[config.mk]
export PLATFORM = sky130hd
export DESIGN_NAME = piso_serializer_tx
export DESIGN_NICKNAME = d
export VERILOG_FILES = /design/src/rtl/piso_serializer_pkg.sv /design/src/rtl/piso_shift_reg.sv /design/src/rtl/piso_serializer_tx.sv
export SDC_FILE = /design/constraint.sdc
export NUM_CORES = 1
export LEC_CHECK = 0
export ABC_AREA = 1
export CAP_MARGIN = 20
export CORE_MARGIN = 3
export CORE_UTILIZATION = 48
export CTS_CLUSTER_SIZE = 40
export DETAILED_ROUTE_END_ITERATION = 10
export PLACE_DENSITY = 0.82
export SYNTH_ARGS = -nofsm -noshare
export SYNTH_HDL_FRONTEND = slang
export SYNTH_HIERARCHICAL = 1
export SYNTH_SLANG_ARGS = --single-unit
export TNS_END_PERCENT = 100
[constraint.sdc]
create_clock -name CLK -period 1.6 [get_ports CLK]
set_input_delay 0.24 -clock CLK [delete_from_list [all_inputs] [get_ports CLK]]
set_output_delay 0.24 -clock CLK [all_outputs]
set_load 0.05 [all_outputs]
[src/rtl/piso_serializer_pkg.sv]
// Shared types and helpers for the PISO serial transmitter.
package piso_serializer_pkg;

    typedef enum logic {
        IDLE  = 1'b0,
        SHIFT = 1'b1
    } state_t;

    // Width of the per-word bit counter.
    function automatic int cnt_width(input int width);
        return $clog2(width);
    endfunction

endpackage

[src/rtl/piso_shift_reg.sv]
// Loadable shift register that presents one bit per clock at its output end.
// MSB_FIRST selects which end of the word leaves first.
module piso_shift_reg #(
    parameter int WIDTH     = 8,
    parameter bit MSB_FIRST = 1'b1
) (
    input  logic             CLK,
    input  logic             RESET,
    input  logic             load,
    input  logic             shift,
    input  logic [WIDTH-1:0] load_data,
    output logic             serial_bit
);

    logic [WIDTH-1:0] sh;

    // Load a new word or move the current one one place toward the output end.
    always_ff @(posedge CLK or posedge RESET) begin
        if (RESET) begin
            sh <= '0;
        end else if (load) begin
            sh <= load_data;
        end else if (shift) begin
            if (MSB_FIRST) begin
                sh <= {sh[WIDTH-2:0], 1'b0};
            end else begin
                sh <= {1'b0, sh[WIDTH-1:1]};
            end
        end
    end

    assign serial_bit = MSB_FIRST ? sh[WIDTH-1] : sh[0];

endmodule

[src/rtl/piso_serializer_tx.sv]
// Parallel-in/serial-out transmitter with a one-deep pending buffer so that
// consecutive words leave back-to-back with no idle bit between them.
module piso_serializer_tx
    import piso_serializer_pkg::*;
#(
    parameter int   WIDTH      = 8,
    parameter bit   MSB_FIRST  = 1'b1,
    parameter logic IDLE_LEVEL = 1'b0
) (
    input  logic             CLK,
    input  logic             RESET,
    input  logic [WIDTH-1:0] IN_DATA,
    input  logic             IN_VALID,
    output logic             IN_READY,
    output logic             D_OUT,
    output logic             FRAME,
    output logic             LAST,
    output logic             BUSY
);

    localparam int               CNT_W    = cnt_width(WIDTH);
    localparam logic [CNT_W-1:0] CNT_LAST = CNT_W'(WIDTH - 1);
    localparam logic [CNT_W-1:0] CNT_ONE  = CNT_W'(1);

    state_t           state_q, state_d;
    logic [CNT_W-1:0] cnt_q, cnt_d;
    logic [WIDTH-1:0] pend_q, pend_d;
    logic             pend_full_q, pend_full_d;
    logic             ready_q;

    logic             accept;
    logic             last_bit;
    logic             sh_load;
    logic             sh_shift;
    logic [WIDTH-1:0] sh_load_data;
    logic             serial_bit;

    // READY is registered, so accept never depends combinationally on IN_VALID.
    assign accept   = IN_VALID && ready_q;
    assign last_bit = (cnt_q == CNT_LAST);
    assign IN_READY = ready_q;

    piso_shift_reg #(
        .WIDTH     (WIDTH),
        .MSB_FIRST (MSB_FIRST)
    ) u_shift (
        .CLK        (CLK),
        .RESET      (RESET),
        .load       (sh_load),
        .shift      (sh_shift),
        .load_data  (sh_load_data),
        .serial_bit (serial_bit)
    );

    // Control registers; READY tracks the pending-buffer state one edge later.
    always_ff @(posedge CLK or posedge RESET) begin
        if (RESET) begin
            state_q     <= IDLE;
            cnt_q       <= '0;
            pend_q      <= '0;
            pend_full_q <= 1'b0;
            ready_q     <= 1'b0;
        end else begin
            state_q     <= state_d;
            cnt_q       <= cnt_d;
            pend_q      <= pend_d;
            pend_full_q <= pend_full_d;
            ready_q     <= !pend_full_d;
        end
    end

    // Next-state: start, shift, reload from pending or from input, or go idle.
    always_comb begin
        state_d      = state_q;
        cnt_d        = cnt_q;
        pend_d       = pend_q;
        pend_full_d  = pend_full_q;
        sh_load      = 1'b0;
        sh_shift     = 1'b0;
        sh_load_data = IN_DATA;
        case (state_q)
            IDLE: begin
                if (accept) begin
                    sh_load = 1'b1;
                    cnt_d   = '0;
                    state_d = SHIFT;
                end
            end
            SHIFT: begin
                if (!last_bit) begin
                    sh_shift = 1'b1;
                    cnt_d    = cnt_q + CNT_ONE;
                    if (accept) begin
                        pend_d      = IN_DATA;
                        pend_full_d = 1'b1;
                    end
                end else if (pend_full_q) begin
                    // READY was low this cycle, so no new word competes with the drain.
                    sh_load      = 1'b1;
                    sh_load_data = pend_q;
                    pend_full_d  = 1'b0;
                    cnt_d        = '0;
                end else if (accept) begin
                    // Word arriving on the last-bit edge goes straight to the shifter.
                    sh_load = 1'b1;
                    cnt_d   = '0;
                end else begin
                    state_d = IDLE;
                end
            end
            default: begin
                state_d = IDLE;
            end
        endcase
    end

    // Serial-line outputs follow the state register so reset clears them at once.
    always_comb begin
        D_OUT = IDLE_LEVEL;
        FRAME = 1'b0;
        LAST  = 1'b0;
        if (state_q == SHIFT) begin
            D_OUT = serial_bit;
            FRAME = 1'b1;
            LAST  = last_bit;
        end
    end

    assign BUSY = (state_q == SHIFT) || pend_full_q;

endmodule
==> run summary <==
====================================================================================
IO buf count ..........................................................           15
Setup TNS Final .......................................................    -468.2 ps
Vias ..................................................................         1103
TritonCTS clock tree ..................................................         done
Number of CTS-inserted buffers ........................................            3
Period utilization ....................................................        1.068
DRT antenna net count .................................................            0
Placed cell count .....................................................          197
Post-route DRC ........................................................            0
Num rows ..............................................................           17
Tot GR Track Use ......................................................       0.1895
Die footprint .........................................................   3060 sq um
Initial antenna violation count .......................................            0
Syn_area_per_cell .....................................................  7.731 sq um
Die span in x .........................................................     55.32 um
Critical Path Sink Type ...............................................   output pin
Final setup margin ....................................................    -108.4 ps
Net count, final ......................................................          197
Arrival time of the worst setup path ..................................      1470 ps
CTS clk-pin slew, worst paths .........................................       130 ps
Ant diodes ............................................................            0
Residual overflow from global routing .................................            0
Nets in the synthesized netlist .......................................          165
Leakage ............................................................... 0.0008538 uW
Synth Instances .......................................................          151
Count of different cell masters after synthesis .......................           19
Post-Layout Cell Count ................................................          210
Worst supply voltage drop on vdd ......................................      1662 uV
Hold crit path type ................................................... primary input to async pin
Count of buffering cells on the critical path with inverters included .            3
CTS HTree Levels ......................................................            1
Syn-to-layout area delta ..............................................       38.80%
Synth warnings ........................................................            6
Total count of max-transition violations in the final report ..........            0
Clock root buffer .....................................................     clkbuf_4
Cell type with the highest occurrence count on the critical path ......         ha_4
Maximum number of pins on one net before global-route repair ..........           18
Worst stage delay on the critical path ................................       450 ps
Half-perimeter wire length of the detailed placement result ...........     1.861 mm
Worst slack, placed ...................................................    -4.431 ps
Height of the die .....................................................     55.32 um
Maxcap violations .....................................................            0
Vias in the first global route ........................................         1041
Critical path cell sequence ........................................... ha_4 > ha_4 > nand2_4 > buf_6 > clkinv_8 > buf_12
Sequential element share of the synthesized area ......................       0.4716
Slowest stage cell on the critical path ...............................      dfrtp_1
Avg Vias per Cell .....................................................        5.252
Placer congestion estimate ............................................       0.7754
Fraction of layout instances using a drive strength above 1 ...........       0.2582
Element type at the critical path start ...............................         flop
Power per unit of standard cell area .................................. 2055 nW/um^2
Failing checks ........................................................ negative setup slack
Top fanout value on the critical path .................................            2
Setup skew after layout ...............................................     7.178 ps
Fin util ..............................................................       0.7186
Synthesized flop and latch total ......................................           22
Number of hold buffers added after cts ................................            0
Initial Util ..........................................................       0.5178
Iteration-0 DRC count of the detailed router ..........................           39
Top Family by Delay on Critical Path ..................................   flip-flops
Count of pins on the block boundary ...................................           16
Endpoint required time on the critical path ...........................      1360 ps
Pin slew with the least headroom to its limit .........................     576.8 ps
CTS max path bufs .....................................................            2
Number of hold violations in the final report .........................            0
Critical path class ................................................... flop to output pin
Overall power of the completed layout .................................      3330 uW
DRT Pass-1 Iters ......................................................            4
Wire length per cell ..................................................     14.02 um
Fmax achieved .........................................................    585.3 MHz
Outcome ............................................................... complete, but fails checks
Clock Latency Late Sink ...............................................       310 ps
Area of the mapped netlist ............................................   1167 sq um
RSZ-0062 raised after global routing ..................................         true
Clock sinks ...........................................................           22
Slew margin rel. ......................................................       0.6151
Minimum clock period ..................................................      1708 ps
Final setup violation count ...........................................            9
Wire length after detailed routing ....................................     2.944 mm
Placeable core region .................................................   2255 sq um
Global-route wire length before repair ................................     4.643 mm
====================================================================================
[cell families after synthesis]
family,synth area share
fa+ha+maj,0.03216
buf+inv,0.07931
simple gates,0.3955
compound gates,0.02142
flops,0.4716
[cell type report]
type / count / area, sq um
Clock buffer: 4 / 36.28
Fill cell: 180 / 634.4
Inverter: 16 / 90.09
Multi-Input combinational cell: 110 / 590.6
Sequential cell: 22 / 553.0
Tap cell: 28 / 35.03
Timing Repair Buffer: 29 / 309.0
Timing Repair inverter: 1 / 6.256
[stage by stage]
stage,hold slack (ps),instance area [sq um]
floorplan,55.66,1172
global placement,455.4,1416
detailed placement,459.8,1416
CTS,189.9,1538
global route,222.4,1620
finish,180.6,1620
[where the power goes]
| part | internal, uW | switching (uW) | total, uW | leakage [uW] |
|---|---|---|---|---|
| sequential | 817 | 183 | 1000 | 0.000273 |
| combinational | 836 | 1180 | 2020 | 0.000560 |
| clock | 139 | 175 | 314 | 0.0000210 |
[what timing repair did]
item	in CTS	in global routing
gates cloned	0	1
resized for setup	11	15
pin swaps	2	6
endpoints found under the setup margin	9	18
setup buffers	4	4
[metal layers]
metal	wire length (um)	vias up	GRT usage
met4	80	0	0.08681
met5	0	-	0
li1	-	540	-
met2	1524	38	0.3142
met3	128	10	0.02570
met1	1212	515	0.2440
[sequential cells by signal, indices dropped and copies added, names as in the netlist, named ones only]
register / cells
cnt_q: 3
IN_READY: 1
state_q: 1
u_shift/sh: 8
pend_q: 8
[cell usage in the layout (no fill, tap or decap), drive strengths merged]
| cell type | count |
|---|---|
| nor2 | 3 |
| o21ai | 4 |
| clkbuf | 4 |
| nand2 | 65 |
| nand3 | 34 |
| clkdlybuf4s50 | 10 |
| inv | 15 |
| clkinv | 2 |
| ha | 3 |
| buf | 19 |
| dfrtp | 22 |
| a21oi | 1 |
[worst paths after layout]
path	from	endpoint	slack, ps	cells after the start
min in group CLK	pend_q[1]$_DFFE_PP0P_	pend_q[1]$_DFFE_PP0P_	490	2
min reg2reg	pend_q[1]$_DFFE_PP0P_	pend_q[1]$_DFFE_PP0P_	490	2
max in group asynchronous	RESET	state_q$_DFF_PP0_	890	2
max reg2reg	cnt_q[0]$_DFF_PP0_	u_shift/sh[4]$_DFFE_PP0P_	-60	11
min	RESET	u_shift/sh[7]$_DFFE_PP0P_	180	2
max	cnt_q[0]$_DFF_PP0_	LAST	-110	6
[synthesized netlist by cell type]
library cell  instances  area share
buf_6                 1      0.0096
inv_4                 1      0.0054
inv_2                 1      0.0032
inv_1                12       0.039
clkinv_2              1      0.0043
a21oi_1               1      0.0043
inv_6                 1      0.0075
ha_1                  3       0.032
dfrtp_1              22        0.47
nand2_2               2       0.011
nand3_1              34        0.15
o21ai_0               3       0.013
nand2_1              61        0.20
buf_2                 1      0.0043
o21ai_1               1      0.0043
nand2_4               2       0.019
nor2_8                1       0.017
buf_4                 1      0.0064
nor2_1                2      0.0064
(Power assumes the default switching activity.)
